==> src/rtl/bus_pkg.sv <==
// bus_pkg: shared state type, default decode windows and
// index-width helpers for the bus interconnect.
package bus_pkg;

  typedef enum logic [1:0] {
    IDLE,
    ACCESS,
    COMPLETE
  } state_t;

  localparam int MAX_PORTS = 8;
  localparam int MAX_IDX_W = $clog2(MAX_PORTS);

  localparam logic [31:0] DEF_MASK = 32'hF000_0000;
  localparam logic [63:0] DEF_SLAVE_BASE =
    {32'h1000_0000, 32'h0000_0000};
  localparam logic [63:0] DEF_SLAVE_MASK =
    {DEF_MASK, DEF_MASK};

  function automatic int idx_w(input int n);
    return (n > 1) ? $clog2(n) : 1;
  endfunction

endpackage

==> src/rtl/bus_rr_arbiter.sv <==
// bus_rr_arbiter: combinational one-hot grant, round-robin
// from last_grant+1 or fixed lowest-index priority.
module bus_rr_arbiter
  import bus_pkg::*;
#(
  parameter int NM             = 3,
  parameter int FIXED_PRIORITY = 0
) (
  input  logic [NM-1:0]        i_request,
  input  logic [idx_w(NM)-1:0] i_last_grant,
  output logic [NM-1:0]        o_grant
);

  logic w_found;
  int   w_idx;

  always_comb begin
    o_grant = '0;
    w_found = 1'b0;
    w_idx   = 0;
    for (int k = 0; k < NM; k++) begin
      if (FIXED_PRIORITY != 0)
        w_idx = k;
      else
        w_idx = (int'(i_last_grant) + 1 + k) % NM;
      if (i_request[w_idx] && !w_found) begin
        o_grant[w_idx] = 1'b1;
        w_found        = 1'b1;
      end
    end
  end

endmodule

==> src/rtl/bus_interconnect.sv <==
// bus_interconnect: NM masters arbitrated onto one path,
// decoded to NS slave windows with timeout and error response.
module bus_interconnect
  import bus_pkg::*;
#(
  parameter int NM = 3,
  parameter int NS = 2,
  parameter int AW = 32,
  parameter int DW = 32,
  parameter logic [NS*AW-1:0] SLAVE_BASE = DEF_SLAVE_BASE,
  parameter logic [NS*AW-1:0] SLAVE_MASK = DEF_SLAVE_MASK,
  parameter int TIMEOUT        = 255,
  parameter int FIXED_PRIORITY = 0
) (
  input  logic            i_clock,
  input  logic            i_reset_n,
  input  logic [NM-1:0]   i_m_request,
  input  logic [NM-1:0]   i_m_rw,
  input  logic [NM*AW-1:0] i_m_address,
  input  logic [NM*DW-1:0] i_m_wdata,
  output logic [NM-1:0]   o_m_ready,
  output logic [DW-1:0]   o_m_rdata,
  output logic            o_m_fault,
  output logic [NS-1:0]   o_s_request,
  output logic            o_s_rw,
  output logic [AW-1:0]   o_s_address,
  output logic [DW-1:0]   o_s_wdata,
  input  logic [NS-1:0]   i_s_ready,
  input  logic [NS*DW-1:0] i_s_rdata,
  output logic            o_fault,
  output logic [AW-1:0]   o_fault_address
);

  localparam int MIW = idx_w(NM);
  localparam int SIW = idx_w(NS);
  localparam int CW  = idx_w(TIMEOUT + 1);
  localparam logic [NM-1:0] M_ONE  = NM'(1);
  localparam logic [NS-1:0] S_ONE  = NS'(1);
  localparam logic [CW-1:0] C_LAST = CW'(TIMEOUT - 1);

  state_t         r_state, w_next;
  logic [MIW-1:0] r_midx, r_last, w_gidx;
  logic [SIW-1:0] r_sidx, w_hidx;
  logic [AW-1:0]  r_addr, w_gaddr;
  logic [CW-1:0]  r_cnt;
  logic [NM-1:0]  w_grant;
  logic [DW-1:0]  w_srdata;
  logic           w_hit, w_sready, w_tmo;

  bus_rr_arbiter #(
    .NM             (NM),
    .FIXED_PRIORITY (FIXED_PRIORITY)
  ) u_arb (
    .i_request    (i_m_request),
    .i_last_grant (r_last),
    .o_grant      (w_grant)
  );

  always_comb begin
    w_gidx = '0;
    for (int i = 0; i < NM; i++)
      if (w_grant[i]) w_gidx = MIW'(i);
  end

  assign w_gaddr = i_m_address[w_gidx*AW +: AW];

  // Descending scan so the lowest matching window wins.
  always_comb begin
    w_hit  = 1'b0;
    w_hidx = '0;
    for (int i = NS - 1; i >= 0; i--) begin
      if ((w_gaddr & SLAVE_MASK[i*AW +: AW]) ==
          SLAVE_BASE[i*AW +: AW]) begin
        w_hit  = 1'b1;
        w_hidx = SIW'(i);
      end
    end
  end

  assign w_sready = i_s_ready[r_sidx];
  assign w_srdata = i_s_rdata[r_sidx*DW +: DW];
  assign w_tmo    = (TIMEOUT != 0) && (r_cnt == C_LAST);

  always_ff @(posedge i_clock or negedge i_reset_n) begin
    if (!i_reset_n) r_state <= IDLE;
    else            r_state <= w_next;
  end

  always_comb begin
    w_next = r_state;
    unique case (r_state)
      IDLE:
        if (|i_m_request)
          w_next = w_hit ? ACCESS : COMPLETE;
      ACCESS:
        if (w_sready || w_tmo) w_next = COMPLETE;
      COMPLETE: w_next = IDLE;
      default:  w_next = IDLE;
    endcase
  end

  always_ff @(posedge i_clock or negedge i_reset_n) begin
    if (!i_reset_n) begin
      r_midx          <= '0;
      r_last          <= '0;
      r_sidx          <= '0;
      r_addr          <= '0;
      r_cnt           <= '0;
      o_m_ready       <= '0;
      o_m_rdata       <= '0;
      o_m_fault       <= 1'b0;
      o_s_request     <= '0;
      o_s_rw          <= 1'b0;
      o_s_address     <= '0;
      o_s_wdata       <= '0;
      o_fault         <= 1'b0;
      o_fault_address <= '0;
    end else begin
      o_m_ready <= '0;
      o_m_rdata <= '0;
      o_m_fault <= 1'b0;
      o_fault   <= 1'b0;
      unique case (r_state)
        IDLE: begin
          if (|i_m_request) begin
            r_midx <= w_gidx;
            r_sidx <= w_hidx;
            r_addr <= w_gaddr;
            r_cnt  <= '0;
            if (w_hit) begin
              o_s_request <= S_ONE << w_hidx;
              o_s_rw      <= i_m_rw[w_gidx];
              o_s_address <= w_gaddr &
                             ~SLAVE_MASK[w_hidx*AW +: AW];
              o_s_wdata   <= i_m_wdata[w_gidx*DW +: DW];
            end else begin
              o_m_ready       <= M_ONE << w_gidx;
              o_m_fault       <= 1'b1;
              o_fault         <= 1'b1;
              o_fault_address <= w_gaddr;
            end
          end
        end
        ACCESS: begin
          r_cnt <= r_cnt + 1'b1;
          if (w_sready || w_tmo) begin
            o_s_request <= '0;
            o_m_ready   <= M_ONE << r_midx;
          end
          // Ready beats a coincident timeout.
          if (w_sready) begin
            o_m_rdata <= w_srdata;
          end else if (w_tmo) begin
            o_m_fault       <= 1'b1;
            o_fault         <= 1'b1;
            o_fault_address <= r_addr;
          end
        end
        COMPLETE: r_last <= r_midx;
        default: ;
      endcase
    end
  end

endmodule

==> config.mk <==
export PLATFORM = sky130hd
export DESIGN_NAME = bus_interconnect
export DESIGN_NICKNAME = d
export VERILOG_FILES = /design/src/rtl/bus_pkg.sv /design/src/rtl/bus_rr_arbiter.sv /design/src/rtl/bus_interconnect.sv
export SDC_FILE = /design/constraint.sdc
export NUM_CORES = 1
export LEC_CHECK = 0
export CELL_PAD_IN_SITES_DETAIL_PLACEMENT = 0
export CELL_PAD_IN_SITES_GLOBAL_PLACEMENT = 2
export CORE_ASPECT_RATIO = 0.8
export CORE_MARGIN = 3
export CORE_UTILIZATION = 33
export DETAILED_ROUTE_END_ITERATION = 10
export DONT_BUFFER_PORTS = 1
export PLACE_DENSITY_LB_ADDON = 0.1
export SLEW_MARGIN = 20
export SYNTH_ARGS = -nofsm -noshare
export SYNTH_HDL_FRONTEND = slang
export SYNTH_SLANG_ARGS = --single-unit
==> constraint.sdc <==
create_clock -name i_clock -period 2.8 [get_ports i_clock]
set_input_delay 0.14 -clock i_clock [delete_from_list [all_inputs] [get_ports i_clock]]
set_output_delay 0.14 -clock i_clock [all_outputs]
set_load 0.05 [all_outputs]
# Yosys cells after proc, flatten, opt, wreduce, memory -nomap -nowiden
# Index checks and enable logic that the tools add are counted.
[classes]
addsub = 4
div_mod_pow = 3
order_cmp = 8
n_eq_ne = 10
n_shift = 7
mux = 55
n_bitwise = 4
n_reduce_logical = 18
[ops]
columns = ["op", "n"]
rows = [
  ["32-bit two-way mux", 6],
  ["96-bit by 8-bit variable part select with 32-bit output", 2],
  ["32-bit by 1-bit greater-or-equal comparator with 1-bit output (second input constant)", 3],
  ["32-bit by 4-bit < comparator with 1-bit output (second input constant)", 3],
  ["32-bit by 3-bit remainder unit with 32-bit output (second input constant)", 3],
  ["32-bit one-hot mux with 2 select lines", 1],
  ["64-bit by 7-bit variable part select with 32-bit output", 1],
  ["64-bit by 7-bit variable part select with 32-bit output (first input constant)", 1],
  ["32-bit by 2-bit adder with 32-bit output (second input constant)", 1],
  ["32-bit by 3-bit adder with 32-bit output (second input constant)", 1],
  ["32-bit AND", 1],
  ["32-bit zero test", 1],
  ["32-bit inverter", 1],
  ["1-bit two-way mux", 22],
  ["3-bit two-way mux", 6],
  ["8-bit one-hot mux with 2 select lines", 1],
  ["2-bit two-way mux", 7],
  ["2-bit inequality test (second input constant)", 6],
  ["8-bit by 1-bit adder with 8-bit output (second input constant)", 1],
  ["1-bit binary-select mux with 2-bit select", 4],
  ["8-bit == test (second input constant)", 1],
  ["8-bit two-way mux", 1],
  ["2-bit one-hot mux with 2 select lines", 2],
  ["1-bit demux with 2-bit select", 3],
  ["other kinds (21)", 30],
]
[word_totals]
regBits = 182
in_bits = 266
output_inout_bits = 136

# Logic depth before layout (Yosys ltp)
[depth]
word_depth = 22
mapped_depth = 14

# By module
# From an unflattened synthesis, not the netlist that was laid out.
[unflattened]
hier_cells = 903
hier_area_um2 = 8637.0
[by_module_without_submodules]
columns = ["module", "n_inst", "cells_per_inst", "area_each_um2", "seq_area_each_um2"]
rows = [
  ["bus_interconnect", 1, 863, 8358.0, 4454.3],
  ["bus_rr_arbiter", 1, 40, 279.0, 0.0],
]

# Least setup slack after synthesis
# Ideal clock, no wire load.
[synth_timing]
path_type = "register to register"
start = "register r_last[0]"
end = "register o_fault_address[16]"
setup_ps = 125
t_arrival_ps = 2699
required_ps = 2675
slack_ps = -24
path_stages_with_launch = 11
path_buffers = 1
path_cell_list = "dfrtp_1 -> inv_1 -> ha_1 -> mux2_4 -> and3_1 -> o211a_1 -> o31ai_1 -> o21ai_4 -> a22oi_4 -> buf_6 -> mux2_2"
[synth_via]
elab_chain_len = 20
elab_cells_between_ends = 53
cone_classes = "3 x add/sub; 3 x div; 6 x order compare; 2 x eq/ne; 1 x shift; 27 x mux; 2 x bitwise; 9 x reduce/logical"
[synth_rtl]
columns = ["element", "line", "rtl"]
rows = [
  ["from (decl)", "bus_interconnect.sv:42", "logic [MIW-1:0] r_midx, r_last, w_gidx;"],
  ["from (signal assigned)", "bus_interconnect.sv:159", "COMPLETE: r_last <= r_midx;"],
  ["2-bit by 1-bit adder with 3-bit output (*)", "bus_rr_arbiter.sv:25", "w_idx = (int'(i_last_grant) + 1 + k) % NM;"],
  ["branches (longest 10 deep; another with 32-bit by 2-bit adder with 32-bit output)", "--", ""],
  ["3-bit two-way mux (*)", "bus_rr_arbiter.sv:26", "if (i_request[w_idx] && !w_found) begin"],
  ["1-bit two-way mux", "bus_interconnect.sv:62", "if (w_grant[i]) w_gidx = MIW'(i);"],
  ["2-bit two-way mux (*)", "bus_interconnect.sv:62", ""],
  ["96-bit by 8-bit variable part select with 32-bit output (*)", "bus_interconnect.sv:65", "assign w_gaddr = i_m_address[w_gidx*AW +: AW];"],
  ["4-bit by 1-bit == test with 1-bit output", "bus_interconnect.sv:72", "if ((w_gaddr & SLAVE_MASK[i*AW +: AW]) =="],
  ["1-bit two-way mux (2 in series)", "bus_interconnect.sv:72", ""],
  ["2-bit inequality test (no source line)", "--", ""],
  ["5-bit AND reduction (no source line)", "--", ""],
  ["to (signal assigned)", "bus_interconnect.sv:140", "o_fault_address <= w_gaddr;"],
  ["to (signal assigned)", "bus_interconnect.sv:156", "o_fault_address <= r_addr;"],
  ["to (decl)", "bus_interconnect.sv:31", "output logic [AW-1:0] o_fault_address"],
]
# Every way passes the cells marked *. The select of a mux whose other input is x is not followed.
# A chain may end at the register's enable or synchronous reset.

# Worst setup path after layout
[layout_timing]
start = "register r_last[0]"
end = "register o_s_address[9]"
[layout_via]
elab_chain_len = 21
elab_cells_between_ends = 53
cone_classes = "3 x add/sub; 3 x div; 6 x order compare; 1 x eq/ne; 2 x shift; 25 x mux; 4 x bitwise; 9 x reduce/logical"
[layout_rtl]
columns = ["element", "line", "rtl"]
rows = [
  ["2-bit by 1-bit adder with 3-bit output (*)", "bus_rr_arbiter.sv:25", ""],
  ["branches (longest 10 deep; another with 32-bit by 2-bit adder with 32-bit output)", "--", ""],
  ["3-bit two-way mux (*)", "bus_rr_arbiter.sv:26", ""],
  ["1-bit two-way mux", "bus_interconnect.sv:62", ""],
  ["2-bit two-way mux (*)", "bus_interconnect.sv:62", ""],
  ["96-bit by 8-bit variable part select with 32-bit output (*)", "bus_interconnect.sv:65", ""],
  ["4-bit by 1-bit == test with 1-bit output", "bus_interconnect.sv:72", ""],
  ["1-bit two-way mux (2 in series)", "bus_interconnect.sv:72", ""],
  ["64-bit by 7-bit variable part select with 32-bit output", "bus_interconnect.sv:134", "~SLAVE_MASK[w_hidx*AW +: AW];"],
  ["32-bit inverter", "bus_interconnect.sv:134", ""],
  ["32-bit AND", "bus_interconnect.sv:133", "o_s_address <= w_gaddr &"],
  ["to (signal assigned)", "bus_interconnect.sv:133", ""],
  ["to (decl)", "bus_interconnect.sv:26", "output logic [AW-1:0] o_s_address,"],
]
# Marked as above.

==> run_results.csv <==
group,metric,value,unit
timing,slew_violations,0,
run_status,status,"finished with violations",
synthesis,yosysTopAreaCellShare,51.0,%
synthesis,synth_top_family_by_area,"multiplexers",
synthesis,ys_seq_elements,178,
setup_path,path_max_fanout,10,
clock_network,htree_levels,4,
grt,grt.total_usage,18.7,%
grt,grt_pass1_vias,7076,
cells_and_area,finalNetCount,1286,
timing,setup_slack,-0.0162,ns
routing,drc_errors,0,
cells_and_area,fin_cells,1378,
floorplanning,core,0.0256,mm2
cells_and_area,layout_commonest_cell,"dfrtp_1",
pwr,max-vdd-ir-drop,0.000567,V
placed_design,post-dp-hpwl,18900,um
timing,fmax,0.355,GHz
clock_network,clk_latency,0.43,ns
timing,setup_viol,15,
timing,min_period_over_period,101,%
setup_path,cp-end-kind,"flip-flop",
synthesis,synthMuxAreaShare,20.2,%
routing,drt-total-wl,29600,um
run_status,violations,"negative hold slack, negative setup slack",
clock_network,clock_path_buffers,2,
grt,antenna_found_initial,1,
setup_path,worstSetupPathType,"flip-flop to flip-flop",
routing,wl_per_cell,21.5,um
timing,holdWs,-0.594,ns
floorplanning,initial_utilization,34.1,%
setup_path,rr_worst_depth,12,
synthesis,ys_dominant_reg_cell,"dfrtp_1",
placed_design,port_buffers,0,
cells_and_area,final_cell_mix,"dfrtp_1 (177), dlygate4sd3_1 (114), nand2_1 (91)",
floorplanning,pin_count,402,
clock_network,cts_buffers,17,
placed_design,dp.cells,1199,
clock_network,cts_tree,"yes",
routing,via_per_inst,5.08,
synthesis,syn_inst,865,
synthesis,synth_fa_ha_area_share,0.859,%
run,drv_cap,0,
grt,grt_overflow,0,
setup_path,cp.required,3.15,ns
setup_path,cp_slowest_cell,"or3_4",
setup_path,crit_path_cell_trace,"inv_2, ha_4, mux2_4, and3_4, o211a_1, or3_4, buf_6, o211ai_4, buf_12, clkbuf_16, nand2_1, o21ai_0",
clock_network,cts-root-buf,"clkbuf_16",
synthesis,synth_edf_count,0,
synthesis,synth.distinct_cells,48,
floorplanning,rows,52,
synthesis,ys_seq_area_share,51.0,%
timing,skew,0.00808,ns
grt,grt_max_degree,179,
clock_network,clock-sinks,178,
setup_path,cpPeakStageDelay,0.44,ns
setup_path,critical_path.top_delay_family,"simple AND/OR/NAND/NOR gates",
synthesis,synth_area,0.00874,mm2
placed_design,place_congestion,0.763,
synthesis,synth_async_sr_flop_share,100,%
timing,min_period,2.82,ns
synthesis,synth_xor_area_share,0.301,%
synthesis,yosys_warnings,0,
hold_path,hold_class,"input port to async pin",
routing,num_vias,7007,
setup_path,arrival,3.17,ns
timing,finalHoldViolCount,178,
cells_and_area,final_core_util,47.7,%
floorplanning,die_h,152,um
pwr,p_leak,5.18,nW
cells_and_area,areaGrowthSynthToFinish,40.1,%
timing,slew_headroom,42.1,%
pwr,power.density,1470,mW/mm2
timing,tightest_slew,0.869,ns
synthesis,yosys.area.top_type,"dfrtp_1",
setup_path,path_buf_inv,4,
setup_path,startpoint,"r_last[0]",
timing,rsz0062_at_grt,"yes",
clock_network,cts.clk_slew.worst_paths,0.07,ns
floorplanning,die_x,188,um
routing,route.antenna.remaining_nets,0,
grt,grt_pass1_wl,41000,um
routing,dr.first_iter.drc_count,268,
clock_network,cts_hold_buf,114,
cells_and_area,fillers,2345,
setup_path,cp_num_cells,12,
synthesis,synth_simple_gate_area_share,11.0,%
routing,drt_pre_antenna_iters,6,
cells_and_area,drive_gt1_share,26.9,%
setup_path,critPathLaunchType,"flip-flop",
setup_path,rr_startpoint,"r_last[0]",
synthesis,synth_area_leaders,"dfrtp_1 (51%), mux2i_1 (11%), o21ai_0 (7.4%)",
synthesis,syn_area_per_cell,10.1,um2
floorplanning,dieArea,0.0285,mm2
synthesis,synth_compound_area_share,12.4,%
synth_stat cells, types with 2 or more instances:
master	instances
and3_1	3
buf_6	6
mux2i_1	95
ha_1	6
mux2i_2	4
o21ai_0	129
dfrtp_1	178
mux2_1	16
nor2_1	80
nand2_1	137
inv_1	8
o31ai_1	4
mux2_2	50
o21bai_1	2
o211ai_1	2
buf_4	5
xor2_1	3
clkbuf_1	34
a21oi_1	39
or2_2	2
nand3_1	4
nor2b_1	4
buf_2	14
o21ai_1	9
buf_1	5
or3_1	2
nor3_1	3
path summary, 6_finish.rpt:
kind | end | slack [ns]
min in group i_clock | o_s_wdata[21] | 0.01
worst max register to register | o_s_address[9] | -0.02
max in group asynchronous | r_sidx | 2.99
worst min register to register | r_addr[17] | 0.48
worst min-delay path | r_last[0] | -0.59
worst max-delay path | o_s_address[9] | -0.02
per-stage QoR:
stage / setup slack (ns) / cell area, um2 / TNS [ns] / total power, mW / hold WS [ns]
global placement: -0.160 / 9330 / -1.43 / 12.8 / -0.148
CTS: -0.0427 / 11300 / -0.350 / 16.1 / -0.618
detailed placement: -0.194 / 9330 / -3.13 / 13.0 / -0.147
floorplan: 0.0177 / 8750 / 0 / 11.0 / -0.156
finish: -0.0162 / 12200 / -0.0896 / 18.0 / -0.594
global route: -0.118 / 12200 / -8.01 / 19.1 / -0.627
sequential cells by signal (all words and copies together) (netlist names):
| register | count |
|---|---|
| o_fault | 1 |
| o_fault_address | 32 |
| o_m_rdata | 32 |
| o_m_ready | 3 |
| o_s_address | 28 |
| o_s_request | 2 |
| o_s_rw | 1 |
| o_s_wdata | 32 |
| r_addr | 32 |
| r_cnt | 8 |
| r_last | 2 |
| r_midx | 2 |
| r_sidx | 1 |
| r_state | 2 |
final cells by class:
type,instances,area [um2],area share (%)
clock inverter,12,133,1.08
antenna,1,2.50,0.0204
multi-input combinational,617,4570,37.3
tap,351,439,3.59
sequential,178,4460,36.4
inverter,8,30.0,0.245
timing repair buffer,192,2170,17.7
clock buffer,19,443,3.62
what timing repair did:
item | in CTS | in global routing
resized for setup | 27 | 200
pin swaps | 4 | 8
cloned | 2 | 15
buffers inserted | 8 | 9
setup endpoints to repair | 87 | 111
hold endpoints to repair | 271 | 178
logic make-up after synthesis:
kind of cell | after synthesis
simple gates | 241
other cells | 1
buf+inv | 73
mux | 166
fa+ha+maj | 6
xor+xnor | 3
compound gates | 197
flops | 178
layer usage:
layer	share of wire [%]	vias up	track usage [%]
li1	-	3278	-
met1	40	3434	21.4
met2	52	258	33.4
met3	5.7	37	5.11
met4	2.7	0	7.42
met5	0	-	0
worst register-to-register path, stage by stage (launching register included):
cell and delay (ns):
dfrtp_1 0.39, inv_2 0.09, ha_4 0.14, mux2_4 0.30
and3_4 0.17, o211a_1 0.22, or3_4 0.44, buf_6 0.14
o211ai_4 0.32, buf_12 0.20, clkbuf_16 0.19, nand2_1 0.06
o21ai_0 0.09
where the power goes:
| part | internal, mW | leakage, nW | total (mW) | switching, mW |
|---|---|---|---|---|
| clock | 1.34 | 0.276 | 2.38 | 1.04 |
| combinational | 4.47 | 2.65 | 8.61 | 4.13 |
| sequential | 3.58 | 2.25 | 7.03 | 3.45 |
| total | 9.39 | 5.18 | 18.0 | 8.63 |
No activity file was read; power rests on OpenSTA's default activity.
